### config.mk
export PLATFORM = sky130hd
export DESIGN_NAME = led_pwm_fader
export DESIGN_NICKNAME = d
export VERILOG_FILES = /design/src/rtl/led_pwm_fader.sv
export SDC_FILE = /design/constraint.sdc
export NUM_CORES = 1
export LEC_CHECK = 0
export BUFFER_PORTS_ARGS = -buffer_cell sky130_fd_sc_hd__clkbuf_2
export CORE_MARGIN = 4
export CORE_UTILIZATION = 55
export DETAILED_ROUTE_END_ITERATION = 7
export PLACE_DENSITY = 0.74
export SLEW_MARGIN = 20
export SYNTH_ARGS = -nofsm -noshare
export SYNTH_HDL_FRONTEND = slang
export SYNTH_SLANG_ARGS = --single-unit
### constraint.sdc
create_clock -name clk -period 5.6 [get_ports clk]
set_input_delay 1.12 -clock clk [delete_from_list [all_inputs] [get_ports clk]]
set_output_delay 1.12 -clock clk [all_outputs]
set_load 0.1 [all_outputs]
### src/rtl/led_pwm_fader.sv
// Per-channel LED brightness registers with optional linear fade and glitch-free 8-bit PWM.
// Define LED_PWM_GAMMA_EN to square brightness (upper byte) before the PWM compare.
module led_pwm_fader #(
  parameter int unsigned NUM_CH   = 6,
  parameter int unsigned FADE_DIV = 1024
) (
  input  logic              clk,
  input  logic              rst,
  input  logic              wr_en,
  input  logic [2:0]        wr_addr,
  input  logic [7:0]        wr_data,
  input  logic [2:0]        rd_addr,
  output logic [7:0]        rd_data,
  output logic [NUM_CH-1:0] pwm_out,
  output logic              busy
);

  localparam int unsigned   PW       = $clog2(FADE_DIV);
  localparam logic [PW-1:0] PrescMax = PW'(FADE_DIV - 1);

  logic [7:0]        target_q  [NUM_CH];
  logic [7:0]        target_d  [NUM_CH];
  logic [7:0]        current_q [NUM_CH];
  logic [7:0]        current_d [NUM_CH];
  logic [7:0]        shadow_q  [NUM_CH];
  logic [7:0]        shadow_d  [NUM_CH];
  logic [7:0]        duty_src  [NUM_CH];
  logic [7:0]        mode_q, mode_d;
  logic [7:0]        cnt_q, cnt_d;
  logic [PW-1:0]     presc_q, presc_d;
  logic [NUM_CH-1:0] pwm_d;
  logic              fade_en;
  logic              tick;

  assign fade_en = mode_q[0];
  // Prescaler free-runs so enabling fade never restarts the step interval.
  assign tick    = (presc_q == PrescMax);

`ifdef LED_PWM_GAMMA_EN
  logic [15:0] gamma_sq [NUM_CH];

  always_comb begin
    for (int unsigned i = 0; i < NUM_CH; i++) begin
      gamma_sq[i] = 16'(current_q[i]) * 16'(current_q[i]);
      duty_src[i] = gamma_sq[i][15:8];
    end
  end
`else
  always_comb begin
    for (int unsigned i = 0; i < NUM_CH; i++) begin
      duty_src[i] = current_q[i];
    end
  end
`endif

  always_comb begin
    presc_d = tick ? '0 : presc_q + PW'(1);
    cnt_d   = cnt_q + 8'd1;
    mode_d  = (wr_en && wr_addr == 3'd6) ? wr_data : mode_q;
    for (int unsigned i = 0; i < NUM_CH; i++) begin
      target_d[i] = target_q[i];
      if (wr_en && (wr_addr == 3'd7 || wr_addr == 3'(i))) begin
        target_d[i] = wr_data;
      end
      // Steps compare against the pre-write target; a same-edge write applies from the next tick.
      current_d[i] = current_q[i];
      if (!fade_en) begin
        current_d[i] = target_q[i];
      end else if (tick) begin
        if (current_q[i] < target_q[i]) begin
          current_d[i] = current_q[i] + 8'd1;
        end else if (current_q[i] > target_q[i]) begin
          current_d[i] = current_q[i] - 8'd1;
        end
      end
      shadow_d[i] = (cnt_q == 8'hff) ? duty_src[i] : shadow_q[i];
      pwm_d[i]    = (cnt_q < shadow_q[i]);
    end
  end

  always_comb begin
    rd_data = (rd_addr == 3'd6) ? mode_q : 8'h00;
    busy    = 1'b0;
    for (int unsigned i = 0; i < NUM_CH; i++) begin
      if (rd_addr == 3'(i)) begin
        rd_data = current_q[i];
      end
      if (current_q[i] != target_q[i]) begin
        busy = 1'b1;
      end
    end
  end

  always_ff @(posedge clk or posedge rst) begin
    if (rst) begin
      for (int unsigned i = 0; i < NUM_CH; i++) begin
        target_q[i]  <= '0;
        current_q[i] <= '0;
        shadow_q[i]  <= '0;
      end
      mode_q  <= '0;
      cnt_q   <= '0;
      presc_q <= '0;
      pwm_out <= '0;
    end else begin
      for (int unsigned i = 0; i < NUM_CH; i++) begin
        target_q[i]  <= target_d[i];
        current_q[i] <= current_d[i];
        shadow_q[i]  <= shadow_d[i];
      end
      mode_q  <= mode_d;
      cnt_q   <= cnt_d;
      presc_q <= presc_d;
      pwm_out <= pwm_d;
    end
  end

endmodule
# Yosys cells after proc, flatten, opt, wreduce, memory -nomap -nowiden
# Index checks and enable logic that the tools add are counted.
[op_classes]
add_sub_neg = 14
mul = 0
n_div = 0
order_cmp = 18
n_eq_ne = 28
n_shift = 0
n_mux = 38
n_bitwise = 0
n_reduce_logical = 21
[ops]
columns = ["operator", "n"]
rows = [
  ["8-bit 2-to-1 mux", 31],
  ["8-bit < comparator", 12],
  ["8-bit by 1-bit adder with 8-bit output, second input constant", 7],
  ["8-bit > comparator", 6],
  ["8-bit inequality test", 6],
  ["8-bit by 1-bit subtractor with 8-bit output, second input constant", 6],
  ["3-bit == test, second input constant", 7],
  ["3-bit by 1-bit inequality test with 1-bit output, second input constant", 6],
  ["3-bit by 2-bit == test with 1-bit output, second input constant", 4],
  ["2-bit AND reduction", 6],
  ["10-bit by 1-bit adder with 10-bit output, second input constant", 1],
  ["10-bit == test, second input constant", 1],
  ["10-bit 2-to-1 mux", 1],
  ["8-bit == test, second input constant", 1],
  ["1-bit logical AND", 7],
  ["3-bit by 1-bit == test with 1-bit output, second input constant", 2],
  ["3-bit logical NOT", 2],
  ["1-bit logical OR", 6],
  ["1-bit 2-to-1 mux", 6],
  ["2-bit by 1-bit inequality test with 1-bit output, second input constant", 1],
]
[word_totals]
reg_bits = 176
latchBits = 0
ramBits = 0
mem_bits_ro = 0
input_bits = 17
output_inout_bits = 15
mem_count = 0

# Logic depth before layout (Yosys ltp)
[depth]
ltp_word = 8
ltp_mapped = 13

# Least setup slack after synthesis
# OpenSTA, ideal clock, no wires.
[synth_path]
path_kind = "in2out"
startpoint = "input rd_addr[2]"
endpoint = "output rd_data[5]"
t_arrival_ps = 3923
required_ps = 4480
slack_ps = 557
path_stages = 5
path_buffers = 2
cell_sequence = "buf_2 clkbuf_1 nor3_1 a31oi_1 o21ai_0"
[synth_between]
elab_chain_cells = 8
elab_cells_between_ends = 14
[synth_rtl]
columns = ["item", "line_no", "text"]
rows = [
  ["start: declaration", "12", "input logic [2:0] rd_addr,"],
  ["3-bit == test", "82", "rd_data = (rd_addr == 3'd6) ? mode_q : 8'h00;"],
  ["8-bit 2-to-1 mux", "82", ""],
  ["8-bit 2-to-1 mux (5 in series)", "85", "if (rd_addr == 3'(i)) begin"],
  ["8-bit 2-to-1 mux (*)", "85", ""],
  ["end: declaration", "13", "output logic [7:0] rd_data,"],
]
# Every way passes the cells marked *; elsewhere a longest branch is shown, timed or not.

# Worst setup path in the final report
[layout_path]
startpoint = "input rd_addr[0]"
endpoint = "output rd_data[7]"
# The elaborated chain is that of the path after synthesis.

==> reports/metrics.csv <==
stage,metric,value,unit
worst_setup_path,CP Data Required Time,4480,ps
synthesis,cell area after synthesis,11440,um2
pwr,Pwr Density,543.0,nW/um2
place,routability cong.,0.9135,
floorplan,Rows,52,
sta,unrepaired setup endpoints after global routing,false,
cells_and_area,Fillers,1677,
min_path,min-delay worst type,flip-flop to flip-flop,
floorplan,Core Region,20360,um2
pwr,worst vdd ir,0.3073,mV
drt,vias post-DR,8677,
synthesis,post-synthesis average cell area,9.829,um2
cells_and_area,Antenna diodes,0,
sta,final-report hold violation count,0,
cells_and_area,number of nets in the layout,1335,
worst_setup_path,CP Max Fanout,23,
clock_tree,root buf cell,clkbuf_16,
floorplan,Initial Util,0.5618,
clock_tree,CTS sink count,176,
drt,drt initial violations,650,
synthesis,Post-synth EDFFs,0,
clock_tree,CTS Hold Bufs,0,
floorplan,die area,23170,um2
worst_setup_path,crit path cell chain,clkbuf_2 -> inv_1 -> nor2_1 -> nand2_1 -> o21ai_0 -> a21oi_1 -> o21ai_0 -> clkbuf_2,
sta,Slew HR,0.2653,
place,Place WS,1362,ps
synthesis,syn nets,1321,
drt,Detail Route Antenna Nets,0,
sta,final slew viol count,0,
global_routing,vias in the first global route,8472,
sta,WHS,481.5,ps
cells_and_area,layout cell share with drive strength beyond 1,0.1294,
clock_tree,Skew-Pair Late Insertion Delay,440,ps
global_routing,largest net degree at the start of global routing,177,
synthesis,Synth Flop Type,dfrtp_1,
global_routing,Total Routing Usage GR,0.2430,
sta,minimum clock period after layout,4308,ps
clock_tree,post-cts sizing count,0,
clock_tree,postcts setup bufs,0,
clock_tree,CTS tree,yes,
sta,Final WS setup,1292,ps
worst_setup_path,critical path endpoint category,primary output,
cells_and_area,multi-input logic area,6472,um2
global_routing,total gr overflow,0,
drt,Via-to-Cell Ratio,5.943,
sta,Final setup viols,0,
worst_setup_path,Critical path buffers and inverters,3,
worst_setup_path,CP Class,input pin to primary output,
cells_and_area,most frequent cells in the layout,"dfrtp_1, ha_1, o21ai_0, inv_1, nand2_1",
place,port bufs,31,
worst_setup_path,worst stage delay on the critical path,530,ps
synthesis,Mapped Cells,1164,
synthesis,Ys Warns,0,
worst_setup_path,"delay-heaviest family, CP",buffers and inverters,
global_routing,first-pass GRT wire length,45.11,mm
floorplan,die height,152.2,um
synthesis,synthesized flop and latch total,176,
cells_and_area,area delta synth->final,8.661,%
synthesis,library cells used by synthesis,57,
clock_tree,clk buf depth,2,
cells_and_area,Reg area,4405,um2
pwr,leakage,5.724,nW
clock_tree,htree depth,4,
floorplan,die width,152.2,um
clock_tree,"CTS clk-pin slew, worst paths",60,ps
drt,WL per Instance,19.02,um
clock_tree,CTS Buf Count,17,
global_routing,initial antenna violation count,1,
sta,Worst Tran Pin Value,1102,ps
place,dpl hpwl,19.46,mm
status,status,finished clean,
run,max_cap viols,0,
sta,clock skew,9.042,ps
synthesis,asr flop ratio synth,1.000,
drt,final WL,27.77,mm
drt,DRC violations left,0,
sta,Tcrit/Tclk final,0.7693,
floorplan,I/O pin cnt,32,
synthesis,post-synthesis sequential area ratio,0.3850,
worst_setup_path,Worst setup SP type,input pin,
sta,Fin Setup TNS,0,ps
drt,DR pass1 iterations,5,
worst_setup_path,CP max-delay cell,clkbuf_2,
sta,fmax,232.1,MHz
worst_setup_path,Worst Path Arrival,3190,ps
cells_and_area,"most common cell after layout, fill and taps aside",dfrtp_1,
==> state kept, by name (all words and copies together), names as in the netlist <==
signal and cells:
cnt_q 8, pwm_out 6, current_q 48, presc_q 10, shadow_q 48, mode_q 8, target_q 48
==> final timing paths <==
path	from	slack [ps]	depth (start not counted)	end
setup / recovery	rd_addr[0]	1290	8	rd_data[7]
hold reg to reg	presc_q[6]	480	1	presc_q[6]
min in group asynchronous	rst	820	3	current_q[46]
setup reg to reg	current_q[3]	2080	11	current_q[7]
max in group asynchronous	rst	3830	3	mode_q[0]
hold / removal	presc_q[6]	480	1	presc_q[6]
==> cells in the mapped netlist, types with 30 or more instances <==
cell / instances / area [um2]
dfrtp_1: 176 / 4404
nand3_1: 31 / 155.2
ha_1: 134 / 1677
inv_1: 109 / 409.1
nand2_1: 104 / 390.4
a21o_1: 35 / 262.8
mux2_2: 65 / 732.0
a21oi_1: 47 / 235.2
xnor2_1: 30 / 262.8
o21ai_0: 112 / 560.5
nor2_1: 53 / 198.9
mux2i_1: 31 / 310.3
==> metal layers <==
layer / vias up / track usage / wire [um]
met5: - / 0 / 0
met1: 4234 / 0.3315 / 12350
met4: 0 / 0.08091 / 828
met3: 50 / 0.05169 / 1733
met2: 245 / 0.3887 / 12850
li1: 4148 / - / -
==> layout make-up <==
type	count	area share
Clock buffer	17	0.03422
Clock inverter	14	0.01510
Inverter	109	0.03321
Multi-Input combinational cell	840	0.5206
Sequential cell	176	0.3544
Tap cell	270	0.02717
Timing Repair Buffer	34	0.01530
==> cells by family after synthesis <==
logic type,count (synthesis),share of synthesized area
AO/OA/AOI/OAI,282,0.1515
flip-flops,176,0.3850
XOR/XNOR,46,0.03521
AND/OR/NAND/NOR,265,0.1125
multiplexers,107,0.1088
buffers and inverters,148,0.04998
adder cells (fa/ha/maj),140,0.1570
==> power by group <==
group	internal, W	switching [W]	leakage (nW)	total, W
Combinational	0.00159	0.00192	3.20	0.00350
Clock	0.000745	0.000520	0.303	0.00126
Sequential	0.00151	0.000468	2.22	0.00198
Total	0.00385	0.00290	5.72	0.00675
==> through the flow <==
stage	power [W]	utilization	area, um2	instances
5_1_grt	0.007274	0.6105	12430	1460
2_1_floorplan	0.004627	-	11440	1164
3_3_place_gp	0.005298	0.5804	11820	1429
4_1_cts	0.006734	0.6105	12430	1460
6_report	0.006750	0.6105	12430	1460
3_5_place_dp	0.005417	0.5804	11820	1429
Power figures use the tool's default switching activity.
